===== config.mk =====
export PLATFORM = sky130hd
export DESIGN_NAME = register_file
export DESIGN_NICKNAME = d
export VERILOG_FILES = /design/src/rtl/register_file_pkg.sv /design/src/rtl/register_file_dump_fsm.sv /design/src/rtl/register_file.sv
export SDC_FILE = /design/constraint.sdc
export NUM_CORES = 2
export LEC_CHECK = 0
export CELL_PAD_IN_SITES_DETAIL_PLACEMENT = 1
export CELL_PAD_IN_SITES_GLOBAL_PLACEMENT = 2
export CORE_ASPECT_RATIO = 0.6
export CORE_MARGIN = 2
export CORE_UTILIZATION = 25
export CTS_BUF_LIST = sky130_fd_sc_hd__clkbuf_4 sky130_fd_sc_hd__clkbuf_8
export CTS_CLUSTER_DIAMETER = 50
export DETAILED_ROUTE_END_ITERATION = 6
export GPL_ROUTABILITY_DRIVEN = 1
export GPL_TIMING_DRIVEN = 0
export HOLD_SLACK_MARGIN = 0.15
export MAX_ROUTING_LAYER = met4
export PLACE_DENSITY = 0.51
export REMOVE_ABC_BUFFERS = 1
export SYNTH_ARGS = -nofsm -noshare
export SYNTH_HDL_FRONTEND = slang
export SYNTH_SLANG_ARGS = --single-unit

===== constraint.sdc =====
create_clock -name clk -period 39.9 [get_ports clk]
set_input_delay 9.975 -clock clk [delete_from_list [all_inputs] [get_ports clk]]
set_output_delay 9.975 -clock clk [all_outputs]
set_load 0.02 [all_outputs]

===== src/rtl/register_file_pkg.sv =====
// Shared core package for the register file slice.
// Holds the architectural sizes, the register-index width and the state
// encoding of the register-dump FSM, so the storage block and the dump
// controller agree on them.
package register_file_pkg;

    localparam int XLEN_DEFAULT = 32;  // data width of every register
    localparam int NREG_DEFAULT = 32;  // number of architectural registers
    localparam int REG_IDX_W    = 5;   // register index width

    typedef enum logic [1:0] {
        DUMP_IDLE = 2'd0,
        DUMP_SEND = 2'd1,
        DUMP_DONE = 2'd2
    } dump_state_t;

endpackage


===== src/rtl/register_file_dump_fsm.sv =====
// regfile_dump_fsm
// Streams every architectural register out over a valid/ready channel.
// The FSM owns the state, the beat index and the beat data register. It
// does not touch storage: it reports which index it will load next
// (load_idx) and the parent returns the bypassed value of that index
// (load_value), so a write landing on the loading cycle is captured.
//
// Ports:
//   clk, rst        clock, asynchronous active-high reset
//   dump_start      request a full dump (ignored unless IDLE)
//   dump_ready      consumer accepts the current beat
//   load_value      bypassed register value for load_idx
//   load_idx        index whose value is captured on the next load
//   dump_valid      beat available (registered)
//   dump_idx        index of the current beat
//   dump_data       value of the current beat
//   dump_busy       high while not IDLE (registered)
//   dump_done       one-cycle pulse after the last beat is accepted
module regfile_dump_fsm
    import register_file_pkg::*;
#(
    parameter int XLEN = XLEN_DEFAULT,
    parameter int NREG = NREG_DEFAULT
) (
    input  logic                 clk,
    input  logic                 rst,
    input  logic                 dump_start,
    input  logic                 dump_ready,
    input  logic [XLEN-1:0]      load_value,
    output logic [REG_IDX_W-1:0] load_idx,
    output logic                 dump_valid,
    output logic [REG_IDX_W-1:0] dump_idx,
    output logic [XLEN-1:0]      dump_data,
    output logic                 dump_busy,
    output logic                 dump_done
);

    localparam logic [REG_IDX_W-1:0] LAST_IDX = REG_IDX_W'(NREG - 1);

    dump_state_t            state_reg;
    logic [REG_IDX_W-1:0]   idx_reg;
    logic [XLEN-1:0]        data_reg;
    logic                   valid_reg;
    logic                   busy_reg;
    logic                   done_reg;
    logic                   handshake;

    assign handshake = valid_reg && dump_ready;

    // Starting a dump loads index 0; every later load is the successor of
    // the beat currently on the bus.
    always_comb begin
        load_idx = '0;
        if (state_reg != DUMP_IDLE) begin
            load_idx = idx_reg + 1'b1;
        end
    end

    always_ff @(posedge clk or posedge rst) begin
        if (rst) begin
            state_reg <= DUMP_IDLE;
            idx_reg   <= '0;
            data_reg  <= '0;
            valid_reg <= 1'b0;
            busy_reg  <= 1'b0;
            done_reg  <= 1'b0;
        end else begin
            case (state_reg)
                DUMP_IDLE: begin
                    done_reg <= 1'b0;
                    if (dump_start) begin
                        state_reg <= DUMP_SEND;
                        idx_reg   <= '0;
                        data_reg  <= load_value;
                        valid_reg <= 1'b1;
                        busy_reg  <= 1'b1;
                    end
                end
                DUMP_SEND: begin
                    // Without a handshake idx/data hold, even if the
                    // register they mirror is rewritten meanwhile.
                    if (handshake) begin
                        if (idx_reg == LAST_IDX) begin
                            state_reg <= DUMP_DONE;
                            valid_reg <= 1'b0;
                            done_reg  <= 1'b1;
                        end else begin
                            idx_reg  <= load_idx;
                            data_reg <= load_value;
                        end
                    end
                end
                DUMP_DONE: begin
                    state_reg <= DUMP_IDLE;
                    done_reg  <= 1'b0;
                    busy_reg  <= 1'b0;
                end
                default: begin
                    state_reg <= DUMP_IDLE;
                    valid_reg <= 1'b0;
                    busy_reg  <= 1'b0;
                    done_reg  <= 1'b0;
                end
            endcase
        end
    end

    assign dump_valid = valid_reg;
    assign dump_idx   = idx_reg;
    assign dump_data  = data_reg;
    assign dump_busy  = busy_reg;
    assign dump_done  = done_reg;

endmodule


===== src/rtl/register_file.sv =====
// register_file
// Two-read, one-write architectural register file with write-back bypass
// on the read ports and a streaming dump port for debug/checkpointing.
// x0 is hard-wired to zero: writes to it are dropped and it reads 0.
//
// Ports:
//   clk, rst                 clock, asynchronous active-high reset
//   reg_write, rd_register,
//   write_data               write-back port
//   rs1_addr/rs1_data,
//   rs2_addr/rs2_data        combinational read ports (bypassed)
//   dump_start, dump_ready,
//   dump_valid, dump_idx,
//   dump_data, dump_busy,
//   dump_done                register dump stream, see regfile_dump_fsm
module register_file
    import register_file_pkg::*;
#(
    parameter int XLEN = XLEN_DEFAULT,
    parameter int NREG = NREG_DEFAULT
) (
    input  logic                 clk,
    input  logic                 rst,
    input  logic                 reg_write,
    input  logic [REG_IDX_W-1:0] rd_register,
    input  logic [XLEN-1:0]      write_data,
    input  logic [REG_IDX_W-1:0] rs1_addr,
    input  logic [REG_IDX_W-1:0] rs2_addr,
    output logic [XLEN-1:0]      rs1_data,
    output logic [XLEN-1:0]      rs2_data,
    input  logic                 dump_start,
    output logic                 dump_valid,
    input  logic                 dump_ready,
    output logic [REG_IDX_W-1:0] dump_idx,
    output logic [XLEN-1:0]      dump_data,
    output logic                 dump_busy,
    output logic                 dump_done
);

    logic [XLEN-1:0]      regs_reg [NREG];
    logic [REG_IDX_W-1:0] load_idx;
    logic [XLEN-1:0]      load_value;

    // Bypassed read of one index: x0 is always 0, a same-cycle write-back
    // to the index wins over the stored value, and indices beyond NREG
    // read as 0.
    function automatic logic [XLEN-1:0] bypass_read(input logic [REG_IDX_W-1:0] addr);
        logic [XLEN-1:0] value;
        value = '0;
        if (addr != '0 && int'(addr) < NREG) begin
            if (reg_write && rd_register == addr) begin
                value = write_data;
            end else begin
                value = regs_reg[addr];
            end
        end
        return value;
    endfunction

    // Entry 0 is never written, so it stays at its reset value of 0.
    always_ff @(posedge clk or posedge rst) begin
        if (rst) begin
            for (int i = 0; i < NREG; i++) begin
                regs_reg[i] <= '0;
            end
        end else if (reg_write && rd_register != '0 && int'(rd_register) < NREG) begin
            regs_reg[rd_register] <= write_data;
        end
    end

    always_comb begin
        rs1_data   = bypass_read(rs1_addr);
        rs2_data   = bypass_read(rs2_addr);
        load_value = bypass_read(load_idx);
    end

    regfile_dump_fsm #(
        .XLEN (XLEN),
        .NREG (NREG)
    ) u_dump_fsm (
        .clk        (clk),
        .rst        (rst),
        .dump_start (dump_start),
        .dump_ready (dump_ready),
        .load_value (load_value),
        .load_idx   (load_idx),
        .dump_valid (dump_valid),
        .dump_idx   (dump_idx),
        .dump_data  (dump_data),
        .dump_busy  (dump_busy),
        .dump_done  (dump_done)
    );

endmodule


==> flow_summary.ini <==
[status]
run_status = finished, final reports clean

[synth]
postSynthAreaPerCell_sq_um = 12.8
yosys_warnings = 0
netlist_instances = 5158
synthesis.area_sq_um = 65900
ys_seq_elements = 1066
synthDominantCellAreaShare = 0.405
top_reg_cell_synth = sky130_fd_sc_hd__dfrtp_1
async_flop_share = 1.00
netlist-cell-type-count = 59
synth-seq-area-share = 0.405
post-synth-top-area-cell = sky130_fd_sc_hd__dfrtp_1
synth-edff-count = 0
synth_area_leaders = sky130_fd_sc_hd__dfrtp_1, sky130_fd_sc_hd__mux2_2, sky130_fd_sc_hd__mux4_2

[cells_and_area]
final_area_sq_um = 78000
layout.cells.non_filler = 8684
syn2layout_area_growth_pct = 18.4
largest_reg_flops = 1024
fraction_of_layout_cells_with_a_size_suffix_above_1 = 0.437
layout.nets = 5138

[power_and_ir_drop]
comb_power_share = 0.488
share_of_total_power_in_sequential_cells = 0.292
power_report.internal_total_uw = 2990
irDropWorstVdd_mv = 0.0748
p_clk_frac = 0.220
p_sw_uw = 2270
power-per-cell-area_nw_per_um2 = 67.4
switching_part_of_the_total_power = 0.432
power_leakage_uw = 0.0318
total_power_uw = 5260

[cts]
clock_sinks = 1066
h-tree-depth = 4
cts_repair_resize_count = 0
latest_clock_arrival_within_the_worst_skew_pair_ns = 0.98
post-cts-setup-buffers = 0
clockRootBuffer = sky130_fd_sc_hd__clkbuf_8
hold_buffers = 0
cts_max_path_buffers = 4
path_clk_slew_ns = 0.06
cts_tree = yes
tritoncts.num_buffers = 197

[floorplanning]
design.die.area_sq_um = 268000
start_util = 0.252
die-width_um = 667
boundaryPins = 156
coreArea_sq_um = 261000
floorplan.rows = 145
die_y_um = 402

[timing]
timing.max_slew.rel_slack = 0.0464
timing.final.hold_violations = 0
clock_skew_ns = 0.0871
slew_violations = 0
post-route-period-util = 0.624
timing.fmax_mhz = 40.2
worst_hold_slack_ns = 0.425
unrepaired_setup_endpoints_after_global_routing = false
setup_viol = 0
post-route-min-period_ns = 24.88
tightest_slew_ns = 1.43

[detailed_routing]
post_drt_wl_per_cell_um = 36.4
drt-vias-per-instance = 5.76
drt_iter0_drc = 4681
postRouteAntennaNets = 0
routed_wl_um = 316000
vias = 50000
detail_route.first_pass.iterations = 6
route.detailed.drc = 0

[critical_path]
timing.critical_path.required_ns = 29.92
cp_max_fo = 55
critical_path.startpoint_type = input port
critical_path_arrival_ns = 14.91
crit_path_end_kind = output port
r2r_setup_slack_ns = 34.89
criticalPathCategory = input port to output port
worst_r2r_path_depth = 10
regToRegEndpoint = u_dump_fsm.dump_data[29]$_DFFE_PP0P_
regToRegStartpoint = u_dump_fsm.dump_idx[0]$_DFFE_PP0P_

[placed_design]
place.detailed.hpwl_um = 202000
place_congestion = 0.743
place.port_buffers = 155
postPlaceCellArea_sq_um = 74000
place.detailed.instances = 8338

[global_routing]
grt_antenna_before_repair = 15
grt_start_max_net_pins = 114
first_global_vias = 51300
grt_first_pass_wirelength_um = 442000
grt_overflow = 0
grt_use_total = 0.239

[run]
max_cap_violations = 0

[hold_path]
hold_path_depth = 0
min-delay-start = regs_reg[1005]$_DFFE_PP0P_
whs_endpoint = regs_reg[1005]$_DFFE_PP0P_
timing.hold.worst.class = flip-flop to flip-flop
## worst max-delay path: stages
cell and delay (ns):
sky130_fd_sc_hd__buf_8 0.39, sky130_fd_sc_hd__buf_16 0.40, sky130_fd_sc_hd__buf_16 0.32, sky130_fd_sc_hd__or3_4 0.78
sky130_fd_sc_hd__or3_2 0.58, sky130_fd_sc_hd__buf_12 0.27, sky130_fd_sc_hd__nand2_2 0.30, sky130_fd_sc_hd__buf_12 0.31
sky130_fd_sc_hd__o21ai_0 0.54, sky130_fd_sc_hd__clkdlybuf4s50_1 0.72
## cell usage in the layout, fill, tap and decap left out, types with 12 or more instances in the layout
master,instances
sky130_fd_sc_hd__mux2_2,1126
sky130_fd_sc_hd__dfrtp_1,1065
sky130_fd_sc_hd__mux4_2,543
sky130_fd_sc_hd__mux2i_1,278
sky130_fd_sc_hd__clkbuf_8,247
sky130_fd_sc_hd__nand2_1,197
sky130_fd_sc_hd__a21oi_1,188
sky130_fd_sc_hd__nor2_1,187
sky130_fd_sc_hd__o221ai_1,175
sky130_fd_sc_hd__o21ai_0,145
sky130_fd_sc_hd__clkdlybuf4s50_1,134
sky130_fd_sc_hd__a211oi_1,91
sky130_fd_sc_hd__buf_16,90
sky130_fd_sc_hd__buf_12,76
sky130_fd_sc_hd__o22ai_1,75
sky130_fd_sc_hd__clkbuf_4,62
sky130_fd_sc_hd__a221oi_1,55
sky130_fd_sc_hd__nand3_1,52
sky130_fd_sc_hd__nor3_1,35
sky130_fd_sc_hd__nor2b_1,28
sky130_fd_sc_hd__a22oi_1,26
sky130_fd_sc_hd__and2_1,23
sky130_fd_sc_hd__nor2_4,23
sky130_fd_sc_hd__a32oi_1,20
sky130_fd_sc_hd__nand2_4,18
sky130_fd_sc_hd__o21a_1,18
sky130_fd_sc_hd__o211ai_1,17
sky130_fd_sc_hd__clkinv_2,15
sky130_fd_sc_hd__buf_8,15
sky130_fd_sc_hd__o31ai_1,13
sky130_fd_sc_hd__buf_2,12
## through the flow
step           TNS (ns)  setup slack (ns)   util
5_1_grt               0             14.93  0.299
3_3_place_gp          -            -46.52  0.265
3_5_place_dp          0             14.92  0.283
2_1_floorplan    -87.73           -0.0823      -
6_report              0             15.02  0.299
4_1_cts               0             14.92  0.299
## metal layers
metal  track usage  routed length [um]  up-vias
met3        0.0443               19800      383
met1         0.359              157000    27800
met4        0.0550                7360        0
met2         0.329              132000     1754
met5             -                   0        -
li1              -                   -    20000
## power by group through the flow
stage | clock [uW] | sequential (uW) | combinational (uW)
6_report | 1160 | 1530 | 2570
5_1_grt | 1240 | 1570 | 2690
4_1_cts | 1190 | 1530 | 2560
3_5_place_dp | 0 | 1550 | 2550
3_3_place_gp | 0 | 1620 | 2610
2_1_floorplan | 0 | 1520 | 1380
## cells by family (layout without fill, tap and decap cells)
kind of cell,after synthesis,count (layout),synth area share
DFF,1066,1066,0.405
adders and majority gates,2,2,0.000380
xor gates and xnor gates,15,15,0.00222
AOI/OAI and AO/OA,894,894,0.0928
buffers and inverters,622,683,0.0391
muxes,1948,1948,0.420
other,0,11,0
and+or+nand+nor,611,611,0.0404
## layout make-up
| cell class | instances | area, sq um |
|---|---|---|
| antenna | 11 | 27.5 |
| clock buffer | 309 | 3860 |
| clock inverter | 25 | 195 |
| fill | 27800 | 183000 |
| inverter | 11 | 48.8 |
| multi-input combinational | 3470 | 37200 |
| sequential | 1066 | 26700 |
| tap | 3454 | 4320 |
| timing repair buffer | 338 | 5760 |
## cells in the mapped netlist (7+ instances only)
cell,instances
sky130_fd_sc_hd__a2111oi_0,7
sky130_fd_sc_hd__a211o_1,11
sky130_fd_sc_hd__a211oi_1,91
sky130_fd_sc_hd__a21oi_1,190
sky130_fd_sc_hd__a221oi_1,55
sky130_fd_sc_hd__a22o_1,7
sky130_fd_sc_hd__a22oi_1,26
sky130_fd_sc_hd__a2bb2oi_1,8
sky130_fd_sc_hd__a31oi_1,11
sky130_fd_sc_hd__a32oi_1,20
sky130_fd_sc_hd__and2_1,23
sky130_fd_sc_hd__and3_1,8
sky130_fd_sc_hd__buf_1,86
sky130_fd_sc_hd__buf_2,115
sky130_fd_sc_hd__buf_4,25
sky130_fd_sc_hd__clkbuf_1,384
sky130_fd_sc_hd__dfrtp_1,1066
sky130_fd_sc_hd__inv_1,11
sky130_fd_sc_hd__mux2_2,1126
sky130_fd_sc_hd__mux2i_1,279
sky130_fd_sc_hd__mux4_2,543
sky130_fd_sc_hd__nand2_1,217
sky130_fd_sc_hd__nand2b_1,8
sky130_fd_sc_hd__nand3_1,54
sky130_fd_sc_hd__nor2_1,208
sky130_fd_sc_hd__nor2b_1,29
sky130_fd_sc_hd__nor3_1,37
sky130_fd_sc_hd__nor3b_1,8
sky130_fd_sc_hd__o211ai_1,17
sky130_fd_sc_hd__o21a_1,20
sky130_fd_sc_hd__o21ai_0,145
sky130_fd_sc_hd__o21ai_1,10
sky130_fd_sc_hd__o221ai_1,175
sky130_fd_sc_hd__o22ai_1,75
sky130_fd_sc_hd__o31ai_1,13
sky130_fd_sc_hd__xor2_1,8
## worst max-delay path by stage
stage                            from                 endpoint  slack [ns]  cells after the start
after floorplan                   rst  regs_reg[0]$_DFFE_PP0P_       -0.08                      1
after global placement    rs2_addr[0]             rs2_data[16]      -46.52                      4
after detailed placement  rs1_addr[1]             rs1_data[17]       14.92                     10
after CTS                 rs1_addr[1]             rs1_data[17]       14.92                     10
after global routing      rs1_addr[1]             rs1_data[17]       14.93                     10
final                     rs1_addr[1]             rs1_data[17]       15.02                     10
Power figures use the tool's default switching activity.
